==> config.mk <==
export PLATFORM = sky130hd
export DESIGN_NAME = crp16_fetch_unit
export DESIGN_NICKNAME = d
export VERILOG_FILES = /design/src/rtl/crp16_fetch_unit_pkg.sv /design/src/rtl/crp16_sync_fifo.sv /design/src/rtl/crp16_fetch_unit.sv
export SDC_FILE = /design/constraint.sdc
export NUM_CORES = 1
export LEC_CHECK = 0
export CAP_MARGIN = 0
export CELL_PAD_IN_SITES_DETAIL_PLACEMENT = 1
export CELL_PAD_IN_SITES_GLOBAL_PLACEMENT = 2
export CORE_MARGIN = 4
export CORE_UTILIZATION = 40
export DETAILED_ROUTE_END_ITERATION = 10
export GPL_TIMING_DRIVEN = 0
export PLACE_DENSITY = 0.91
export SYNTH_ARGS = -nofsm -noshare
export SYNTH_HDL_FRONTEND = slang
export SYNTH_SLANG_ARGS = --single-unit
==> constraint.sdc <==
create_clock -name clock_i -period 3.1 [get_ports clock_i]
set_input_delay 0.465 -clock clock_i [delete_from_list [all_inputs] [get_ports clock_i]]
set_output_delay 0.465 -clock clock_i [all_outputs]
set_load 0.005 [all_outputs]
==> src/rtl/crp16_fetch_unit_pkg.sv <==
// crp16_fetch_unit_pkg: shared crp16 definitions for the fetch slice.
// Holds the default address/instruction widths, the reset fetch address,
// the no-op encoding and the fetch control FSM state type.
// No ports (package). The include guard makes repeated inclusion harmless.
`ifndef CRP16_FETCH_UNIT_PKG_SV
`define CRP16_FETCH_UNIT_PKG_SV
package crp16_fetch_unit_pkg;
    localparam int CRP16_ADDR_W   = 16;
    localparam int CRP16_INSTR_W  = 16;
    localparam int CRP16_RESET_PC = 0;
    localparam logic [15:0] CRP16_NOP = 16'h0000;
    typedef enum logic [1:0] {ST_IDLE, ST_REQ, ST_DISCARD} fetch_state_e;
endpackage
`endif

==> src/rtl/crp16_sync_fifo.sv <==
// crp16_sync_fifo: synchronous FIFO holding prefetched instruction entries.
// Ports:
//   clk_i, rst_i      clock, asynchronous active-high reset
//   push_i, data_i    write an entry
//   pop_i             drop the head entry
//   flush_i           empty the FIFO (wins over push/pop)
//   full_o, empty_o   occupancy flags
//   count_o           occupancy
//   data_o            head entry (undefined when empty)
// DEPTH must be a power of two so the pointers wrap naturally.
module crp16_sync_fifo #(
    parameter int WIDTH = 32,
    parameter int DEPTH = 4
) (
    input  logic                       clk_i,
    input  logic                       rst_i,
    input  logic                       push_i,
    input  logic [WIDTH-1:0]           data_i,
    input  logic                       pop_i,
    input  logic                       flush_i,
    output logic                       full_o,
    output logic                       empty_o,
    output logic [$clog2(DEPTH+1)-1:0] count_o,
    output logic [WIDTH-1:0]           data_o
);
    localparam int CW = $clog2(DEPTH + 1);
    localparam int PW = $clog2(DEPTH);

    logic [WIDTH-1:0] mem_q [DEPTH];
    logic [PW-1:0]    rd_q, wr_q;
    logic [CW-1:0]    cnt_q;

    assign full_o  = cnt_q == CW'(DEPTH);
    assign empty_o = cnt_q == '0;
    assign count_o = cnt_q;
    assign data_o  = mem_q[rd_q];

    always_ff @(posedge clk_i) begin
        if (push_i && !flush_i)
            mem_q[wr_q] <= data_i;
    end

    always_ff @(posedge clk_i or posedge rst_i) begin
        if (rst_i) begin
            rd_q  <= '0;
            wr_q  <= '0;
            cnt_q <= '0;
        end else if (flush_i) begin
            rd_q  <= '0;
            wr_q  <= '0;
            cnt_q <= '0;
        end else begin
            if (push_i)
                wr_q <= wr_q + 1'b1;
            if (pop_i)
                rd_q <= rd_q + 1'b1;
            cnt_q <= cnt_q + CW'(push_i) - CW'(pop_i);
        end
    end
endmodule

==> src/rtl/crp16_fetch_unit.sv <==
// crp16_fetch_unit: CRP16 instruction prefetcher with a small buffer.
// Issues one outstanding memory read at a time, buffers returned
// instructions with their next-PC, and handles redirects (branches/calls),
// dropping the data of a request that was in flight when redirected.
// Ports:
//   clock_i, reset_i              clock, asynchronous active-high reset
//   mem_req_o, mem_addr_o         read request and address (held until ack)
//   mem_ack_i, mem_rdata_i        read completion and data
//   redirect_i, redirect_addr_i   taken branch/call and its target
//   instr_valid_o, instr_o        head instruction
//   instr_next_pc_o               head address + 1
//   instr_ready_i                 consumer takes the head
//   count_o                       buffer occupancy
// Build option: define CRP16_FETCH_BYPASS_EN to forward an ack straight to
// the instr outputs when the buffer is empty (zero-latency fetch).
module crp16_fetch_unit
    import crp16_fetch_unit_pkg::*;
#(
    parameter int ADDR_W   = CRP16_ADDR_W,
    parameter int INSTR_W  = CRP16_INSTR_W,
    parameter int DEPTH    = 4,
    parameter int RESET_PC = CRP16_RESET_PC
) (
    input  logic                       clock_i,
    input  logic                       reset_i,
    output logic                       mem_req_o,
    output logic [ADDR_W-1:0]          mem_addr_o,
    input  logic                       mem_ack_i,
    input  logic [INSTR_W-1:0]         mem_rdata_i,
    input  logic                       redirect_i,
    input  logic [ADDR_W-1:0]          redirect_addr_i,
    output logic                       instr_valid_o,
    output logic [INSTR_W-1:0]         instr_o,
    output logic [ADDR_W-1:0]          instr_next_pc_o,
    input  logic                       instr_ready_i,
    output logic [$clog2(DEPTH+1)-1:0] count_o
);
    localparam int CW = $clog2(DEPTH + 1);
    localparam int EW = INSTR_W + ADDR_W;

    fetch_state_e       state_q, state_d;
    logic [ADDR_W-1:0]  addr_q, addr_d, tgt_q, tgt_d, addr_inc;
    logic               req_q;
    logic [CW-1:0]      count;
    logic [CW:0]        occ;
    logic [EW-1:0]      head;
    logic               empty, full, ack_ok, bypass, push, pop, room;

    // addr_q is the in-flight address in REQ/DISCARD and the next fetch
    // address in IDLE; tgt_q holds the redirect target while discarding.
    assign addr_inc = addr_q + 1'b1;
    assign ack_ok   = mem_ack_i && state_q == ST_REQ && !redirect_i;
`ifdef CRP16_FETCH_BYPASS_EN
    assign bypass = ack_ok && empty;
`else
    assign bypass = 1'b0;
`endif
    // A bypassed instruction taken in the same cycle never enters the buffer.
    assign push = ack_ok && !(bypass && instr_ready_i) && !full;
    assign pop  = !empty && instr_ready_i && !redirect_i;
    assign occ  = redirect_i ? '0 : {1'b0, count} + (CW+1)'(push) - (CW+1)'(pop);
    assign room = occ < (CW+1)'(DEPTH);

    crp16_sync_fifo #(
        .WIDTH(EW),
        .DEPTH(DEPTH)
    ) u_fifo (
        .clk_i   (clock_i),
        .rst_i   (reset_i),
        .push_i  (push),
        .data_i  ({mem_rdata_i, addr_inc}),
        .pop_i   (pop),
        .flush_i (redirect_i),
        .full_o  (full),
        .empty_o (empty),
        .count_o (count),
        .data_o  (head)
    );

    always_comb begin
        state_d = state_q;
        addr_d  = addr_q;
        tgt_d   = tgt_q;
        case (state_q)
            ST_IDLE: begin
                addr_d  = redirect_i ? redirect_addr_i : addr_q;
                state_d = room ? ST_REQ : ST_IDLE;
            end
            ST_REQ: begin
                if (mem_ack_i) begin
                    addr_d  = redirect_i ? redirect_addr_i : addr_inc;
                    state_d = room ? ST_REQ : ST_IDLE;
                end else if (redirect_i) begin
                    tgt_d   = redirect_addr_i;
                    state_d = ST_DISCARD;
                end
            end
            ST_DISCARD: begin
                // The buffer was flushed on entry, so there is always room.
                if (mem_ack_i) begin
                    addr_d  = redirect_i ? redirect_addr_i : tgt_q;
                    state_d = ST_REQ;
                end else if (redirect_i) begin
                    tgt_d = redirect_addr_i;
                end
            end
            default: state_d = ST_IDLE;
        endcase
    end

    always_ff @(posedge clock_i or posedge reset_i) begin
        if (reset_i) begin
            state_q <= ST_IDLE;
            addr_q  <= ADDR_W'(RESET_PC);
            tgt_q   <= ADDR_W'(RESET_PC);
            req_q   <= 1'b0;
        end else begin
            state_q <= state_d;
            addr_q  <= addr_d;
            tgt_q   <= tgt_d;
            req_q   <= state_d != ST_IDLE;
        end
    end

    assign mem_req_o       = req_q;
    assign mem_addr_o      = addr_q;
    assign count_o         = count;
    assign instr_valid_o   = !empty || bypass;
    assign instr_o         = bypass ? mem_rdata_i : empty ? INSTR_W'(CRP16_NOP) : head[EW-1:ADDR_W];
    assign instr_next_pc_o = bypass ? addr_inc : empty ? '0 : head[ADDR_W-1:0];
endmodule

==> impl.org <==
** Outcome
- The flow ran to the end, and the final reports show no timing, DRC or antenna violations.

** Logic synthesis
- Cell accounting for the most synthesized area :: sky130_fd_sc_hd__edfxtp_1
- By instance count, the leading cell after synthesis is sky130_fd_sc_hd__edfxtp_1.
- Yosys mapped a number of flops with a built-in enable equal to 128.
- Yosys warning total :: 0
- The synthesized netlist occupies a cell area of 0.00755 mm².
- In the synthesized netlist, the number of instances is 510.
- Synth area leaders :: sky130_fd_sc_hd__edfxtp_1 51%, sky130_fd_sc_hd__dfrtp_1 14%, sky130_fd_sc_hd__mux4_2 9.5%, sky130_fd_sc_hd__and2_1 3.1%, sky130_fd_sc_hd__mux2_2 2.4%
- Sequential cells were found to cover 64.8% of the synthesized design area.
- Number of synthesized register bits :: 170
- Counting every net in the synthesized netlist gives 562.
- Mapped Avg Cell Area :: 14.8 µm²
- Yosys mapped the design onto 50 distinct sky130hd cell types.
- Synth Flop Type :: sky130_fd_sc_hd__edfxtp_1
- Top cells by instance count after synthesis :: 128 x sky130_fd_sc_hd__edfxtp_1, 42 x sky130_fd_sc_hd__dfrtp_1, 37 x sky130_fd_sc_hd__and2_1, 34 x sky130_fd_sc_hd__nand2_1, 32 x sky130_fd_sc_hd__mux4_2
- Asr flop ratio synth :: 24.7%
- The top cell type by area accounts for 50.9% of the synthesized area.

** Global routing
- Pin count of the biggest net entering global routing :: 33
- First-pass GRT wire length :: 29400 µm
- Gr ovfl total :: 0
- Number of antenna violations at the first check in global routing :: 0
- The via count of the first global-routing pass came to 5100.
- All-layer global routing usage :: 18.0%

** Place
- Buffers placed on the I/O ports in this run total 88.
- Instance count after placement with tap cells included :: 828
- Final GP Congestion :: 0.826
- Post-detailed-placement half-perimeter wirelength :: 12800 µm
- The placed instances occupy a cell area of 0.00874 mm².

** Timing
- Number of endpoints failing setup at the final stage :: 0
- Final Cycle Share :: 95.2%
- After layout, the minimum clock period comes to 2.95 ns.
- Achievable clock frequency :: 0.339 GHz
- On the final layout, the worst hold slack is 0.288 ns.
- Final setup skew :: 0.0130 ns
- Actual slew at the worst max-slew pin :: 0.900 ns
- Summed negative setup slack over all endpoints :: 0 ns
- In this run the tightest slew margin relative to its limit is 40.0%.
- Number of slew-limit violations in the final report :: 0
- Setup repair after global routing left no endpoint under its margin.
- Hold Violations, Final :: 0

** Routing
- Via Count :: 4647
- Once detail routing completed, the nets flagged for antenna violations numbered 0.
- Dividing the detail-routed wire length by the instance count gives 21.3 µm.
- Summed over all layers, the routed wires come to 18300 µm.
- First DRT Iteration DRCs :: 183
- The pre-antenna-repair detailed-routing pass consisted of 4 iterations.
- After detailed routing, the number of remaining DRC violations is 0.
- Via-to-Cell Ratio :: 5.41

** Hold path
- The worst hold path belongs to the class primary input to asynchronous set/reset pin.

** Cells and area
- Final net count :: 669
- Final cell utilization of the core :: 51.0%
- 0 antenna diodes ended up in the layout.
- In the final layout, the share of cells above drive strength 1 is 16.8%.
- Final std cells w/o fill :: 859
- Compared with the post-synthesis result, the final layout area differs by 23.5%.
- Final design area excluding fillers :: 0.00932 mm²

** Worst setup path
- End of the worst register-to-register path :: mem_req_o
- Data on the critical path arrives at its endpoint at 2.49 ns.
- Class of the most critical setup path :: flop to output pin
- The startpoint identified for the worst register-to-register timing path is u_fifo.count_o[1].
- Register-to-Register Setup Slack :: 0.22 ns
- Critical Path RT :: 2.63 ns
- Reg2reg path depth :: 14
- Maximum net fanout on the critical path :: 10
- The worst setup path is launched from a flop.
- The worst setup path is captured at an output pin.

** CTS
- CTS tree :: done
- Number of sinks driven by the clock tree :: 170
- Maximum clock insertion buffer count :: 2
- Worst-Skew Late Latency :: 0.43 ns
- Root cell of the clock tree :: sky130_fd_sc_hd__clkbuf_16
- The number of clock buffers added by TritonCTS is 17.
- H-tree depth :: 4
- Clock transition time at the flip-flop clock pins of the worst setup and hold paths :: 0.07 ns

** Die
- FP Rows :: 49
- The die is 145 µm tall.
- Measured along the x axis, the die boundary spans 145 µm.
- Die area :: 0.0211 mm²
- The initial utilization of the core area, before any placement, comes to 41.3%.
- Pin placement for this block handled 90 I/O pins.
- The region available for standard cell placement spans 0.0183 mm².

** Pwr
- Worst vdd ir :: 0.000482 V
- Power density over the cells :: 908 mW/mm²
- Leakage :: 3.29 nW

** Run
- Across the run, the number of max-cap violations was 0.
cells by family after synthesis:
logic type               Yosys count  share of synthesized area, %
XOR/XNOR                          19                          2.20
buffers and inverters             48                          2.64
adder cells (fa/ha/maj)           15                          2.59
AND/OR/NAND/NOR                  137                          9.32
AO/OA/AOI/OAI                     70                          6.08
flip-flops                       170                          64.8
multiplexers                      51                          12.3
critical path: stages (launching register included):
cell and delay (ns):
sky130_fd_sc_hd__dfrtp_1 0.32, sky130_fd_sc_hd__buf_2 0.21, sky130_fd_sc_hd__clkbuf_4 0.32, sky130_fd_sc_hd__mux4_2 0.56, sky130_fd_sc_hd__and2_1 0.19, sky130_fd_sc_hd__clkdlybuf4s50_1 0.46
cell usage in the layout (no fill, tap or decap), types with 3 or more instances in the layout:
master / n
sky130_fd_sc_hd__a21o_1: 3
sky130_fd_sc_hd__a21oi_1: 8
sky130_fd_sc_hd__a221oi_1: 6
sky130_fd_sc_hd__a22o_1: 3
sky130_fd_sc_hd__a22oi_1: 4
sky130_fd_sc_hd__and2_1: 33
sky130_fd_sc_hd__and2_2: 4
sky130_fd_sc_hd__buf_2: 6
sky130_fd_sc_hd__clkbuf_1: 13
sky130_fd_sc_hd__clkbuf_16: 17
sky130_fd_sc_hd__clkbuf_4: 3
sky130_fd_sc_hd__clkdlybuf4s50_1: 88
sky130_fd_sc_hd__clkinv_4: 3
sky130_fd_sc_hd__clkinvlp_4: 3
sky130_fd_sc_hd__dfrtp_1: 42
sky130_fd_sc_hd__edfxtp_1: 128
sky130_fd_sc_hd__ha_1: 13
sky130_fd_sc_hd__inv_1: 20
sky130_fd_sc_hd__inv_6: 5
sky130_fd_sc_hd__mux2_2: 16
sky130_fd_sc_hd__mux2i_1: 3
sky130_fd_sc_hd__mux4_2: 32
sky130_fd_sc_hd__nand2_1: 34
sky130_fd_sc_hd__nand2b_1: 3
sky130_fd_sc_hd__nand3_1: 15
sky130_fd_sc_hd__nor2_1: 26
sky130_fd_sc_hd__nor2b_1: 3
sky130_fd_sc_hd__nor3_1: 7
sky130_fd_sc_hd__o21ai_0: 25
sky130_fd_sc_hd__o31ai_1: 5
sky130_fd_sc_hd__xnor2_1: 10
sky130_fd_sc_hd__xor2_1: 9
power breakdown:
part | internal (W) | switching (W) | total (W)
sequential | 0.00295 | 0.000335 | 0.00329
clock | 0.00113 | 0.000927 | 0.00205
combinational | 0.00156 | 0.00157 | 0.00313
total | 0.00564 | 0.00283 | 0.00847
layer usage:
metal  up-vias  GRT usage (%)  share of wire (%)  wire (µm)
met4         0           5.08                1.4        264
met1      2373           23.1                 43       7850
met3        19           3.64                4.4        806
li1       2132              -                  -          -
met5         -              0                  0          0
met2       123           31.2                 51       9420
what timing repair did:
action                     in CTS  in global routing
hold buffers                    0                  0
setup buffers                   0                  0
resized for setup               2                  6
setup endpoints to repair      21                 26
flip-flops by register name, indices dropped and copies added (netlist names):
register / cells
u_fifo.rd_q: 2
u_fifo.wr_q: 2
mem_req_o: 1
u_fifo.count_o: 3
state_q: 2
tgt_q: 16
mem_addr_o: 16
u_fifo.mem_q: 128
final cells by class:
class | count | area, µm²
fill | 1798 | 8950
sequential | 170 | 4890
multi-input combinational | 292 | 2470
timing repair buffer | 89 | 901
clock buffer | 18 | 429
tap | 229 | 287
clock inverter | 14 | 139
buffer | 26 | 126
inverter | 21 | 78.8
how the worst max path moves through the flow:
stage                                 start                  end  slack, ns  cells past startpoint
after floorplan                  state_q[1]   u_fifo.mem_q[0][0]       0.42                      7
after global placement            mem_ack_i  u_fifo.mem_q[0][29]      -0.46                      5
after detailed placement          mem_ack_i            mem_req_o      -0.12                     12
after CTS                    u_fifo.rd_q[0]   instr_next_pc_o[7]     0.0001                      5
after global routing      u_fifo.count_o[2]           instr_o[1]      0.006                      5
final                        u_fifo.rd_q[0]   instr_next_pc_o[7]       0.15                      5
metrics by stage:
| stage | worst slack (ns) | power (W) |
|---|---|---|
| after CTS | 0.000138 | 0.00854 |
| final | 0.147 | 0.00847 |
| after global routing | 0.00567 | 0.00897 |
| after detailed placement | -0.116 | 0.00646 |
| after global placement | -0.458 | 0.00628 |
| after floorplan | 0.420 | 0.00500 |
Note: power is estimated with default switching activity, not from simulation.
